$ cat config.mk
export PLATFORM = sky130hd
export DESIGN_NAME = array_mul
export DESIGN_NICKNAME = d
export VERILOG_FILES = /design/src/rtl/array_mul.sv
export SDC_FILE = /design/constraint.sdc
export NUM_CORES = 1
export LEC_CHECK = 0
export BUFFER_PORTS_ARGS = -buffer_cell sky130_fd_sc_hd__buf_4
export CAP_MARGIN = 20
export CORE_UTILIZATION = 58
export CTS_CLUSTER_SIZE = 40
export DETAILED_ROUTE_END_ITERATION = 10
export PLACE_DENSITY = 0.93
export SYNTH_ARGS = -nofsm -noshare
export SYNTH_HDL_FRONTEND = slang
export SYNTH_SLANG_ARGS = --single-unit
export TNS_END_PERCENT = 10
$ cat constraint.sdc
create_clock -name clk -period 6.46 [get_ports clk]
set_clock_uncertainty 0.15 [all_clocks]
set_input_delay 0.323 -clock clk [delete_from_list [all_inputs] [get_ports clk]]
set_output_delay 0.323 -clock clk [all_outputs]
set_load 0.05 [all_outputs]
$ cat src/rtl/array_mul.sv
// Sequential unsigned N x N array multiplier.
// Operands are captured while en is low. While en is high, one shifted
// partial-product row is added into the 2N-bit accumulator per clock, so
// the full product appears N run edges after en rises. The accumulator is
// driven straight onto p, which lets intermediate partial sums be observed.
module array_mul #(
  parameter int N = 4
) (
  input  logic           clk,
  input  logic           rst,
  input  logic           en,
  input  logic [N-1:0]   a,
  input  logic [N-1:0]   b,
  output logic [2*N-1:0] p,
  output logic           done
);

  // Row counter only has to reach N-1; N >= 2 keeps this width at least 1.
  localparam int RW = (N > 1) ? $clog2(N) : 1;
  localparam logic [RW-1:0] LAST_ROW = RW'(N - 1);

  logic [N-1:0]   a_q,    a_d;
  logic [N-1:0]   b_q,    b_d;
  logic [2*N-1:0] p_q,    p_d;
  logic [RW-1:0]  row_q,  row_d;
  logic           done_q, done_d;
  logic [2*N-1:0] row_term_s;

  // Next-state selection: load operands, add one row, or hold the result.
  always_comb begin
    a_d    = a_q;
    b_d    = b_q;
    p_d    = p_q;
    row_d  = row_q;
    done_d = done_q;

    // Current row: multiplicand gated by one multiplier bit, moved to its
    // binary weight. Zero-extended first so the shift never loses bits.
    row_term_s = {{N{1'b0}}, a_q & {N{b_q[row_q]}}} << row_q;

    if (!en) begin
      // Load / restart: also serves as the abort path mid-multiply.
      a_d    = a;
      b_d    = b;
      p_d    = {(2*N){1'b0}};
      row_d  = {RW{1'b0}};
      done_d = 1'b0;
    end else if (!done_q) begin
      // Run: the 2N-bit accumulator cannot overflow for N-bit operands.
      p_d   = p_q + row_term_s;
      row_d = row_q + RW'(1);
      if (row_q == LAST_ROW) begin
        done_d = 1'b1;
      end else begin
        done_d = 1'b0;
      end
    end else begin
      // Hold: the finished product stays put until en drops.
      p_d    = p_q;
      row_d  = row_q;
      done_d = 1'b1;
    end
  end

  // State registers with synchronous reset taking priority over en.
  always_ff @(posedge clk) begin
    if (rst) begin
      a_q    <= {N{1'b0}};
      b_q    <= {N{1'b0}};
      p_q    <= {(2*N){1'b0}};
      row_q  <= {RW{1'b0}};
      done_q <= 1'b0;
    end else begin
      a_q    <= a_d;
      b_q    <= b_d;
      p_q    <= p_d;
      row_q  <= row_d;
      done_q <= done_d;
    end
  end

  assign p    = p_q;
  assign done = done_q;

endmodule

After elaboration in Yosys (flattened, before gate mapping)

Cells that the tools add are included.

Order comparisons: 1
Multiply operators: 0
Bitwise gates (word level): 2
Muxes and demuxes: 4
Divide/modulo/power cells: 0
Add/subtract/negate cells: 2
Shift operators: 1
Reductions and logical operators: 1
Eq/ne operators: 1

Operators with widths:

| cell                                                                          | number |
|---|---|
| 8-bit adder                                                                   | 1 |
| 4-bit by 2-bit left shift with 8-bit output                                   | 1 |
| 4-bit bitwise AND                                                             | 1 |
| 2-bit by 3-bit less-than comparator with 1-bit output (second input constant) | 1 |
| 1-bit two-way mux                                                             | 3 |
| 2-bit by 1-bit adder with 2-bit output (second input constant)                | 1 |
| 1-bit binary-select mux with 2-bit select                                     | 1 |
| 2-bit == test (second input constant)                                         | 1 |
| 2-bit OR reduction                                                            | 1 |
| 1-bit NOT                                                                     | 1 |

Input port bits: 11
Output and inout bits: 9
Memories kept: 0
RAM bits: 0
Logic and storage cells: 17
Latch bits: 0
Register bits after elaboration: 19
Bits in read-only memories: 0

Longest topological paths before layout

Gate-level depths: netlist of the first run.

Depth in word-level cells: 5
Mapped depth: 10
Gate-level depth less buffers: 9

Worst setup path before layout of the first run

OpenSTA, ideal clock, no wires.

Kind: reg2reg
From: register row_q[0]
To: register p_q[5] (netlist: p[5])
Library setup time: 0.096 ns
Arrival: 2.245 ns
Buffers on the path: 1
Cell stages (with the launch flop): 10
Data required time: 6.214 ns
Period minus slack after synthesis: 2.490 ns
Slack: 3.970 ns
Cells stage by stage: dfxtp_1 buf_2 mux4_2 nand2_1 inv_1 ha_1 a211oi_2 o21ai_0 and2_1 o41ai_2

Word-level cells in the longest chain between the ends: 5

Ends and longest elaborated chain:

| what                                          | line | text |
|---|---|---|
| from (decl)                                   | 25   | `logic [RW-1:0] row_q, row_d;` |
| from (signal assigned)                        | 71   | `row_q <= {RW{1'b0}};` |
| from (signal assigned)                        | 77   | `row_q <= row_d;` |
| 1-bit binary-select mux with 2-bit select     | 39   | `row_term_s = {{N{1'b0}}, a_q & {N{b_q[row_q]}}} << row_q;` |
| 1-bit two-way mux (not written as such)       | 39   |  |
| 4-bit bitwise AND                             | 39   |  |
| 4-bit by 2-bit left shift with 8-bit output * | 39   |  |
| 8-bit adder *                                 | 50   | `p_d = p_q + row_term_s;` |
| to (signal assigned)                          | 70   | `p_q <= {(2*N){1'b0}};` |
| to (signal assigned)                          | 76   | `p_q <= p_d;` |
| to (decl)                                     | 24   | `logic [2*N-1:0] p_q, p_d;` |

Mark *: on every way between the ends. The rest lies on a longest branch, timed or not. The select of a mux whose other input is x is not followed.
A chain may end at the register's enable or synchronous reset.

Worst setup path after layout of the first run

Ends and elaborated chain as after synthesis.

==> results.cfg, run 1 <==
[final_layout]
post_route_cells_drive_above_1_share = 0.189
final_cell_mix = dfxtp_1, buf_4, nor2_1
utilization = 0.726
syn_to_final_growth_pct = 12.7
nets = 164
diodes = 0

[synthesis]
ys.flop_type = dfxtp_1
async_reset_ff_frac = 0
synth_warnings = 0
ys_ff_latch = 19
syn_area_per_cell_um2 = 9.07
synth.yosys.seq_area_share = 0.328
syn_area_mm2 = 0.00116
synth-edff-count = 0
synthCells = 128
syn_nets = 148
ys_types = 40

[clock_tree]
cts_tree = yes
numCtsBuffers = 3
path_clk_slew_ns = 0.11
cts.sinks = 19
cts_max_path_buffers = 2
clk_latency_ns = 0.30
root_buffer = clkbuf_4
postCtsSetupRepairBufs = 0
cts_resized = 0
htree_levels = 1
postCtsHoldBufs = 0

[placed_design]
port_buffers = 19
gp_congestion = 0.837
dp_hpwl_um = 1790

[floorplan]
die_width_um = 46.7
io_pins = 20
start_util = 0.644
die_area_mm2 = 0.00218
rows = 15
die_h_um = 46.7
core_area_mm2 = 0.00180

[timing]
fin_crit_ns = 2.80
slew_viol_final = 0
final-hold-violation-count = 0
tns_ns = 0
clock.fmax_mhz = 357
period_share = 0.434
tightest_slew_ns = 0.784
rsz0062_at_grt = false
slew_headroom = 0.477
final-setup-viol-count = 0

[grt]
grt_overflow = 0
antenna_found_initial = 0
grt_max_degree = 23
grt_usage = 0.247
grt_pass1_vias = 927
grt_pass1_wl_um = 3760

[setup_path]
arrival_ns = 2.86
cp_top_family = compound AO/OA/AOI/OAI gates
r2r_start = row_q[0]
critPathLaunchType = flip-flop
max_stage_delay_ns = 0.61
critPathBufInv = 1
ff2ff_setup_slack_ns = 3.66
reg2reg_to = p[5]
r2r_cells = 8
cp.depth = 8
crit_path_end_kind = flip-flop
cp_cell_sequence = mux4_2 -> nand2_1 -> inv_1 -> ha_1 -> a211oi_2 -> o21ai_0 -> and2_1 -> o41ai_2
crit_start = row_q[0]
crit_end = p[5]
crit_required_ns = 6.52
crit_fanout = 10
critPathKind = reg2reg
cp_slowest_cell = mux4_2

[flow_run]
cap_viol_max_count = 0

[status]
run_status = finished clean

[drt]
vias = 1003
dr.pass1.iters = 4
wl_per_cell_um = 13.8
first_iter_violations = 24
vias_per_cell = 5.97
wl_um = 2310
antenna_left = 0
remaining_drc_errors = 0

[power]
p_per_area_mw_per_mm2 = 161
power.leakage_nw = 0.623
peakVddDrop_mv = 0.165

[hold_path]
hold_path_class = in2reg
==> worst register-to-register path, stage by stage, from the launching register on <==
cell and delay [ns]:
dfxtp_1 0.57, mux4_2 0.61, nand2_1 0.13, inv_1 0.06
ha_1 0.31, a211oi_2 0.26, o21ai_0 0.16, and2_1 0.19
o41ai_2 0.27
==> kinds of logic after synthesis <==
family / count (synthesis) / synth area share
fa+ha+maj: 9 / 0.103
simple gates: 51 / 0.231
compound gates: 22 / 0.134
buf+inv: 11 / 0.0560
xor+xnor: 1 / 0.00754
mux: 15 / 0.141
flops: 19 / 0.328
==> cells in the mapped netlist (2+ instances only) <==
cell type / number / share of area
and3_1: 2 / 0.011
buf_6: 2 / 0.019
and2b_1: 2 / 0.013
mux2i_1: 13 / 0.11
a21oi_1: 9 / 0.039
nor2_1: 18 / 0.058
nand2b_1: 2 / 0.011
buf_2: 4 / 0.017
and2_1: 3 / 0.016
ha_1: 8 / 0.086
inv_1: 3 / 0.0097
nand3_1: 6 / 0.026
nand2_1: 5 / 0.016
nand3b_1: 2 / 0.013
o211ai_1: 2 / 0.013
o21ai_0: 3 / 0.013
dfxtp_1: 19 / 0.33
nor3_1: 3 / 0.013
==> metal layers <==
metal	global-route usage	up-vias	share of wire
met5	0	-	0
met4	0.126	0	0.026
met3	0.0538	8	0.048
met2	0.442	35	0.51
met1	0.274	472	0.42
li1	-	488	-
==> per-stage QoR <==
step	instances	cell area (um2)	power (mW)	hold WS, ns	setup WS [ns]
floorplan	128	1160	0.146	0.308	3.97
global placement	164	1280	0.152	0.304	3.86
detailed placement	164	1280	0.153	0.320	3.66
CTS	168	1310	0.211	0.0919	3.65
global route	168	1310	0.220	0.0855	3.49
finish	168	1310	0.211	0.0919	3.66
==> sequential cells by signal, summed over array words and instances, names as in the netlist <==
register / cells
p: 8
done: 1
a_q: 4
b_q: 4
row_q: 2
==> cell type report <==
type                            count  area (um2)
Tap cell                           25        31.3
Clock inverter                      1        5.00
Timing Repair Buffer               19         143
Sequential cell                    19         380
Clock buffer                        3        22.5
Fill cell                         142         493
Multi-Input combinational cell     98         716
Inverter                            3        11.3
==> where the power goes <==
group	leakage, nW	switching, mW	internal [mW]
Sequential	0.155	0.00449	0.121
Clock	0.0177	0.0368	0.0231
Combinational	0.450	0.0125	0.0127
==> worst min path at each step <==
stage | startpoint | to | cells past startpoint
after floorplan | b_q[2] | b_q[2] | 2
after global placement | p[7] | p[7] | 2
after detailed placement | p[7] | p[7] | 2
after CTS | rst | b_q[2] | 2
after global routing | rst | b_q[2] | 2
final | rst | b_q[3] | 2
Note: power is estimated with default switching activity, not from simulation.
==> run 2: changes to the inputs <==
- ABC_AREA: not set -> 1
- CORE_UTILIZATION: 58 -> 50
- PLACE_DENSITY: 0.93 -> 0.86
- clock period: 6.46 -> 2.3 ns (I/O delays scaled with it)
==> run 2 against run 1 <==
  * Register-to-register slack lost 3.7 ns
  * Synthesized cell count grew 46%
  * Sequential power grew to 2.8 times the previous value
  * Largest cell class unchanged
==> results.cfg, run 2 <==
[synthesis]
yosys.area_share.simple = 0.416
synthAdderAreaFrac = 0.0979
yosysTopAreaCell = dfxtp_1
synth_xor_area_frac = 0.00714
ys_types = 20
synth_mux_area_frac = 0
syn_nets = 207
synth_common_cells = nand2_1, nor2_1, inv_1, dfxtp_1, nand3_1
syn_area_per_cell_um2 = 6.56
synth_warnings = 0
synth_top_family_by_area = simple AND/OR/NAND/NOR gates
synthCells = 187
netlist_top_cells_area = dfxtp_1, nand2_1, nor2_1, ha_1, nand3_1
syn_area_mm2 = 0.00123
async_reset_ff_frac = 0
ys_ff_latch = 19
synth_top_area_frac = 0.310
synth-compound-area-share = 0.0795
synth.yosys.seq_area_share = 0.310
synth-edff-count = 0
ys.flop_type = dfxtp_1
yosysMostFrequentCell = nand2_1

[placed_design]
gp_congestion = 0.894
port_buffers = 19
dpl_cell_area_mm2 = 0.00143
dp_hpwl_um = 1990

[power]
swShare = 0.308
power.leakage_nw = 0.855
peakVddDrop_mv = 0.324
report.power.total_mw = 0.708
p_int_mw = 0.490
p_clk_frac = 0.251
p_sw_mw = 0.219
pwr-share-comb = 0.244
seqPwrFrac = 0.505
p_per_area_mw_per_mm2 = 438

[final_layout]
largest_reg_flops = 8
nets = 248
final_common_cell = nand2_1
design_area_mm2 = 0.00162
post_route_cells_drive_above_1_share = 0.220
diodes = 0
syn_to_final_growth_pct = 31.9
num-fill-cells = 172
final_cell_mix = nand2_1, nor2_1, buf_4

[timing]
final-setup-viol-count = 0
rsz0062_at_grt = true
tightest_slew_ns = 0.309
slew_viol_final = 0
final-hold-violation-count = 0
tns_ns = 0
timing.hold.ws_ns = 0.00654
fin_crit_ns = 2.30
clock.fmax_mhz = 435
slew_headroom = 0.794
period_share = 0.999

[clock_tree]
postCtsSetupRepairBufs = 0
cts_tree = yes
numCtsBuffers = 3
path_clk_slew_ns = 0.11
clk_latency_ns = 0.30
cts_max_path_buffers = 2
cts.sinks = 19
root_buffer = clkbuf_4
htree_levels = 1

[floorplan]
die_h_um = 51.5
core_area_mm2 = 0.00225
rows = 17
die_width_um = 51.5
start_util = 0.544
io_pins = 20
die_area_mm2 = 0.00266

[status]
run_status = finished clean

[setup_path]
crit_fanout = 4
crit_path_end_kind = flip-flop
crit_required_ns = 2.41
arrival_ns = 2.41
critPathKind = reg2reg
critPathLaunchType = flip-flop

[drt]
vias_per_cell = 5.09
dr.pass1.iters = 4
first_iter_violations = 31
antenna_left = 0
wl_per_cell_um = 11.8
wl_um = 3020
remaining_drc_errors = 0
vias = 1297

[grt]
grt_max_degree = 14
grt_overflow = 0
grt_pass1_wl_um = 5080
grt_pass1_vias = 1210
antenna_found_initial = 0
grt_usage = 0.256

[flow_run]
cap_viol_max_count = 0

[hold_path]
hold_path_class = in2reg
## run 2: power groups by stage
stage	Clock [mW]	Combinational [mW]	Sequential, mW
finish	0.178	0.173	0.358
global route	0.190	0.189	0.360
CTS	0.178	0.163	0.357
detailed placement	0	0.141	0.364
global placement	0	0.140	0.364
floorplan	0	0.0843	0.375
## run 2: layer usage
layer | global-route usage | part of all wire | vias up
li1 | - | - | 668
met2 | 0.452 | 0.49 | 29
met3 | 0.0292 | 0.039 | 4
met4 | 0.0766 | 0.011 | 0
met1 | 0.323 | 0.46 | 596
met5 | 0 | 0 | -
## run 2: worst max-delay path, cell delays in order, from the launching register on
cell and delay (ns):
dfxtp_2 0.39, nand2_1 0.10, nand3_4 0.12, nand3_2 0.08
nor2_2 0.10, nand2_1 0.08, inv_1 0.06, ha_1 0.16
inv_1 0.06, fa_2 0.34, inv_1 0.08, nand2_1 0.05
nand2_1 0.07, nand2_1 0.06, or2_1 0.20, nand3_1 0.07
nand2_1 0.05, inv_1 0.04
## run 2: path summary, 6_finish.rpt
check / cells past startpoint / slack, ns / startpoint / endpoint
hold / removal: 3 / 0.007 / en / a_q[1]
setup reg to reg: 17 / 0.003 / row_q[0] / p[4]
setup / recovery: 17 / 0.003 / row_q[0] / p[4]
hold reg to reg: 2 / 0.35 / b_q[1] / b_q[1]
## run 2: final cells by class
class	instances	area (um2)	share of cell area
Multi-Input combinational cell	139	754	0.466
Sequential cell	19	383	0.236
Timing Repair Buffer	37	313	0.193
Inverter	28	108	0.0665
Tap cell	28	35.0	0.0216
Clock buffer	4	26.3	0.0162
## run 2: kinds of logic after synthesis
family          after synthesis
flops                        19
xor+xnor                      1
simple gates                110
buf+inv                      29
compound gates               19
fa+ha+maj                     9
## run 2: repair_timing
item,4_1_cts,5_1_grt
endpoints found under the hold margin,13,0
hold buffers,14,0
endpoints found under the setup margin,2,4
gates resized for setup,3,1
## run 2: metrics by stage
stage	std cells	utilization	worst slack, ns
4_1_cts	255	0.713	0.0470
2_1_floorplan	187	-	0.0368
5_1_grt	255	0.718	-0.155
3_5_place_dp	237	0.635	-0.0294
3_3_place_gp	237	0.635	0.0631
6_report	255	0.718	0.00307
